--- config.mk ---
export PLATFORM = sky130hd
export DESIGN_NAME = prefix_tree
export DESIGN_NICKNAME = d
export VERILOG_FILES = /design/src/rtl/prefix_tree.sv
export SDC_FILE = /design/constraint.sdc
export NUM_CORES = 1
export LEC_CHECK = 0
export ABC_AREA = 1
export CAP_MARGIN = 10
export CORE_UTILIZATION = 36
export DETAILED_ROUTE_END_ITERATION = 8
export PLACE_DENSITY = 0.55
export REMOVE_ABC_BUFFERS = 1
export SLEW_MARGIN = 10
export SYNTH_ARGS = -nofsm -noshare
export SYNTH_HDL_FRONTEND = slang
export SYNTH_SLANG_ARGS = --single-unit
--- constraint.sdc ---
create_clock -name clk -period 1 [get_ports clk]
set_clock_uncertainty 0.05 [all_clocks]
set_input_delay 0.15 -clock clk [delete_from_list [all_inputs] [get_ports clk]]
set_output_delay 0.15 -clock clk [all_outputs]
set_load 0.02 [all_outputs]
--- src/rtl/prefix_tree.sv ---
// rtl/prefix_tree.sv - pipelined Kogge-Stone carry prefix network
//
// Purpose:
//   Turns per-bit generate/propagate vectors into per-bit carries
//   c[i] = G[i:0] (carry-in 0).
//   There is one prefix level per register stage, so L = $clog2(N) stages in total.
//   A new vector is accepted every cycle. There is no stall and no back-pressure.
//
// Ports:
//   clk        clock, posedge
//   rst        asynchronous active-low reset; clears all stage state
//   in_valid   g/p carry a real vector this cycle
//   g [N-1:0]  per-bit generate
//   p [N-1:0]  per-bit propagate
//   c [N-1:0]  carries, driven straight from the last stage register
//   out_valid  c holds the result of an accepted input

module prefix_tree #(
  parameter int N = 32
) (
  input  logic         clk,
  input  logic         rst,
  input  logic         in_valid,
  input  logic [N-1:0] g,
  input  logic [N-1:0] p,
  output logic [N-1:0] c,
  output logic         out_valid
);

  localparam int L  = $clog2(N);
  // The last level's propagate output is never consumed, so only
  // levels 1..L-1 keep a P register.
  localparam int LP = (L > 1) ? L - 1 : 1;

  logic [N-1:0] g_q   [L];   // g_q[j] holds level j+1
  logic [N-1:0] p_q   [LP];
  logic [L-1:0] v_q;         // valid bit travelling with each stage

  logic [N-1:0] g_src [L];   // inputs to the level computed into g_q[j]
  logic [N-1:0] p_src [L];
  logic [N-1:0] g_nxt [L];
  logic [N-1:0] p_nxt [LP];

  always_comb begin
    g_src = '{default: '0};
    p_src = '{default: '0};
    g_nxt = '{default: '0};
    p_nxt = '{default: '0};

    g_src[0] = g;
    p_src[0] = p;
    for (int j = 1; j < L; j++) begin
      g_src[j] = g_q[j-1];
      p_src[j] = p_q[j-1];
    end

    for (int j = 0; j < L; j++) begin
      // Left shift by the level distance zero-fills the low bits.
      // This gives the pass-through for bits below the distance,
      // and no wrap-around from bit N-1 back to bit 0.
      g_nxt[j] = g_src[j] | (p_src[j] & (g_src[j] << (1 << j)));
    end
    for (int j = 0; j < L - 1; j++) begin
      // Inverting before and after the shift keeps P unchanged
      // for bits below the distance.
      p_nxt[j] = p_src[j] & ~((~p_src[j]) << (1 << j));
    end
  end

  always_ff @(posedge clk or negedge rst) begin
    if (!rst) begin
      for (int j = 0; j < L; j++) g_q[j] <= '0;
      for (int j = 0; j < LP; j++) p_q[j] <= '0;
      v_q <= '0;
    end else begin
      // Data is captured even on bubbles so c stays a
      // deterministic function of past inputs.
      for (int j = 0; j < L; j++) g_q[j] <= g_nxt[j];
      for (int j = 0; j < L - 1; j++) p_q[j] <= p_nxt[j];
      v_q[0] <= in_valid;
      for (int j = 1; j < L; j++) v_q[j] <= v_q[j-1];
    end
  end

  assign c         = g_q[L-1];
  assign out_valid = v_q[L-1];

endmodule

# ---- Yosys cells after proc, flatten, opt, wreduce, memory -nomap -nowiden
# Cells that the tools add are included.
dict set report totals {
  output_inout_bits 33
  ff_bits 293
  wordCells 32
}
dict set report op_classes {
  n_bitwise 22
}
# cell n
set op_table {}
lappend op_table {{bitwise AND 32 bit} 9}
lappend op_table {{OR 32 bit} 5}
lappend op_table {{NOT 32 bit} 4}
lappend op_table {{NOT 31 bit} 1}
lappend op_table {{NOT 30 bit} 1}
lappend op_table {{NOT 28 bit} 1}
lappend op_table {{NOT 24 bit} 1}

# ---- Depth between registers and ports, before layout
dict set report depth {
  depth_word 3
  ltp_mapped 2
  mapped_depth_nobuf 2
}

# ---- Least setup slack after synthesis
# No wires, ideal clock.
dict set report synth_timing {
  kind {register to output}
  start {register g_q (netlist bit c[0])}
  end {output c[0]}
  required_time_ns 0.800
  setup_slack_ns 0.318
  path_stages_with_launch 2
  path_buffers 1
  t_arrival_ns 0.482
  path_cell_list {dfrtp_1 buf_4}
}
# item line
set synth_lines {}
lappend synth_lines {{start, declared} 35} ;# logic [N-1:0] g_q [L];
lappend synth_lines {{end, declared} 26} ;# output logic [N-1:0] c,
# No word-level cell between the ends.

# ---- Final worst setup path
dict set report layout_timing {
  start {register g_q (netlist bit c[5])}
  end {output c[5]}
}
# No word-level cell between the ends.

==> metrics.csv <==
stage;metric;value;unit
run_status;status;finished, violations left;
run_status;violations;negative hold slack, negative setup slack;
power;p_sw_share;21.9;%
logic_synthesis;ys_seq_area_share;73.0;%
place;pre_cts_slack;-0.110;ns
die;io_pins;100;
final_layout;n_fill_cell;2300;
worst_setup_path;path_class;reg2out;
timing;slew_headroom;76.7;%
die;coreArea;0.0245;mm2
final_layout;seq_area;0.00658;mm2
worst_setup_path;rr_endpoint;c[31];
power;p_seq_share;49.5;%
timing;drv_slew;0;
global_routing;overflow;0;
detailed_routing;wl_per_cell;11.5;um
timing;period_needed;1.22;ns
worst_setup_path;critical-path-top-delay-family;flip-flops;
die;die_y;160;um
worst_setup_path;rr_worst_depth;2;
die;die-area;0.0257;mm2
power;power_frac_clock;44.3;%
timing;setup_violations;33;
worst_setup_path;worstPathRequired;0.80;ns
detailed_routing;wirelength;15400;um
power;p_comb_share;6.2;%
cts;post_cts_buffers;0;
cts;cts_buffers;27;
global_routing;grt_pass1_wl;26000;um
detailed_routing;ant_nets;0;
place;gp_congestion;0.839;
worst_setup_path;slowest_stage;dfrtp_1;
die;die-width;160;um
cts;cts_tree;yes;
worst_setup_path;crit_arrival;1.02;ns
detailed_routing;viasPerCell;3.83;
cts;cts_sinks;263;
final_layout;layout.nets;1054;
worst_setup_path;cpPeakStageDelay;0.37;ns
logic_synthesis;yosys_warnings;0;
final_layout;utilization;46.3;%
place;dp_hpwl;11500;um
run;maxCapViolations;0;
worst_setup_path;path_cells;buf_6;
min_path;holdCritPathClass;in2async;
logic_synthesis;netlist_area;0.00901;mm2
power;peakVddDrop;1.08;mV
power;p_leak;6.45;nW
detailed_routing;drt_iter0_markers;189;
cts;clock_latency;0.52;ns
final_layout;num_antenna_cells;0;
logic_synthesis;postSynthAreaPerCell;10.3;um2
cts;cts_root_buf;clkbuf_16;
power;p_sw;5.10;mW
timing;hold_viol_final;9;
timing;fin_crit_sh;122;%
detailed_routing;vias;5092;
global_routing;track_usage;12.9;%
logic_synthesis;synth_cell_types;4;
worst_setup_path;r2r_start;g_q[47];
timing;tightest_slew;0.349;ns
logic_synthesis;synth-seq-cells;263;
worst_setup_path;crit_fanout;1;
power;pwr_density_cell;2050;mW/mm2
detailed_routing;drc_errors;0;
power;power.internal;18.1;mW
final_layout;drive_gt1_share;9.24;%
cts;clk_pin_slew_worst_paths;0.06;ns
worst_setup_path;crit_path_end_kind;primary output;
timing;hold_ws;-0.0137;ns
worst_setup_path;reg2reg_slack;0.26;ns
place;port_buffers;98;
cts;htreeDepth;1;
final_layout;synthToLayoutAreaGrowth;25.6;%
die;num_rows;57;
final_layout;multi_input_area;0.00134;mm2
cts;clk_path_buf_depth;3;
global_routing;grt_antenna_before_repair;0;
timing;rsz0062_at_grt;yes;
die;initial_core_util;36.8;%
timing;max_freq;817;MHz
global_routing;grt_max_degree;70;
global_routing;grt_pass1_vias;5120;
detailed_routing;first_pass_iters;4;
cts;cts-hold-fix-buffers;2;
logic_synthesis;synth_cells;878;
worst_setup_path;start_kind;register;
worst_setup_path;crit_buf_inv;1;
timing;fin_ws;-0.224;ns
==> cell usage after synthesis <==
master | instances | area share [%]
buf_4 | 32 | 2.7
dfrtp_1 | 263 | 73
inv_1 | 227 | 9.5
nand2_1 | 356 | 15
==> cell families after synthesis <==
family	after synthesis	share of synthesized area, %
flops	263	73.0
simple gates	356	14.8
buf+inv	259	12.1
==> worst max path at each step <==
stage                        start  slack (ns)  endpoint  depth (start not counted)
after floorplan           p_q[125]        0.37  g_q[125]                          2
after global placement       c[26]       -0.09     c[26]                          1
after detailed placement     c[18]       -0.11     c[18]                          1
after CTS                    c[18]       -0.26     c[18]                          1
after global routing         c[31]       -0.28     c[31]                          1
final                         c[5]       -0.22      c[5]                          1
==> per-layer routing <==
layer	track usage (%)	routed length, um
met1	19.4	7900
met4	3.68	260
met3	2.99	842
met2	18.5	6350
met5	0	0
==> registers in the layout, indices dropped and copies added, names as in the netlist <==
name / cells
c: 32
g_q: 128
p_q: 98
v_q: 5
==> layout by cell type, fill, tap and decap left out <==
cell type / instances
nand2_1: 356
bufinv_16: 4
inv_6: 4
clkinv_4: 2
clkinvlp_4: 3
clkbuf_1: 2
clkbuf_8: 3
buf_4: 7
clkinv_2: 3
dlygate4sd3_1: 1
buf_6: 33
buf_8: 1
inv_1: 227
buf_12: 6
clkbuf_16: 27
clkdlybuf4s50_1: 64
dfrtp_1: 263
==> area by class of cell <==
cell class                      instances  share of cell area (%)
Clock buffer                           32                    6.40
Tap cell                              324                    3.58
Timing Repair Buffer                  112                    10.7
Inverter                              227                    7.53
Sequential cell                       263                    58.1
Multi-Input combinational cell        356                    11.8
Clock inverter                         16                    1.86
==> timing repair <==
item	CTS	global route
hold endpoints to repair	263	9
gates resized for setup	198	0
endpoints found under the setup margin	33	42
==> per-stage QoR <==
| stage | area, um2 | cells | TNS, ns | hold slack, ns | power [mW] |
|---|---|---|---|---|---|
| 4_1_cts | 11300 | 1331 | -9.06 | 0.00496 | 23.6 |
| 3_5_place_dp | 10300 | 1281 | -3.04 | -0.0726 | 13.1 |
| 6_report | 11300 | 1330 | -7.15 | -0.0137 | 23.2 |
| 2_1_floorplan | 8770 | 846 | 0 | -0.196 | 12.1 |
| 5_1_grt | 11300 | 1330 | -8.60 | -0.0127 | 24.3 |
| 3_3_place_gp | 10300 | 1281 | -2.89 | -0.0713 | 13.1 |
==> power by group through the flow <==
stage / clock network [mW] / registers [mW] / logic, mW
after CTS: 10.6 / 11.5 / 1.48
final: 10.3 / 11.5 / 1.43
after global placement: 0 / 11.7 / 1.44
after detailed placement: 0 / 11.7 / 1.44
after global routing: 11.1 / 11.6 / 1.62
after floorplan: 0 / 11.7 / 0.383
Note: power is estimated with default switching activity, not from simulation.
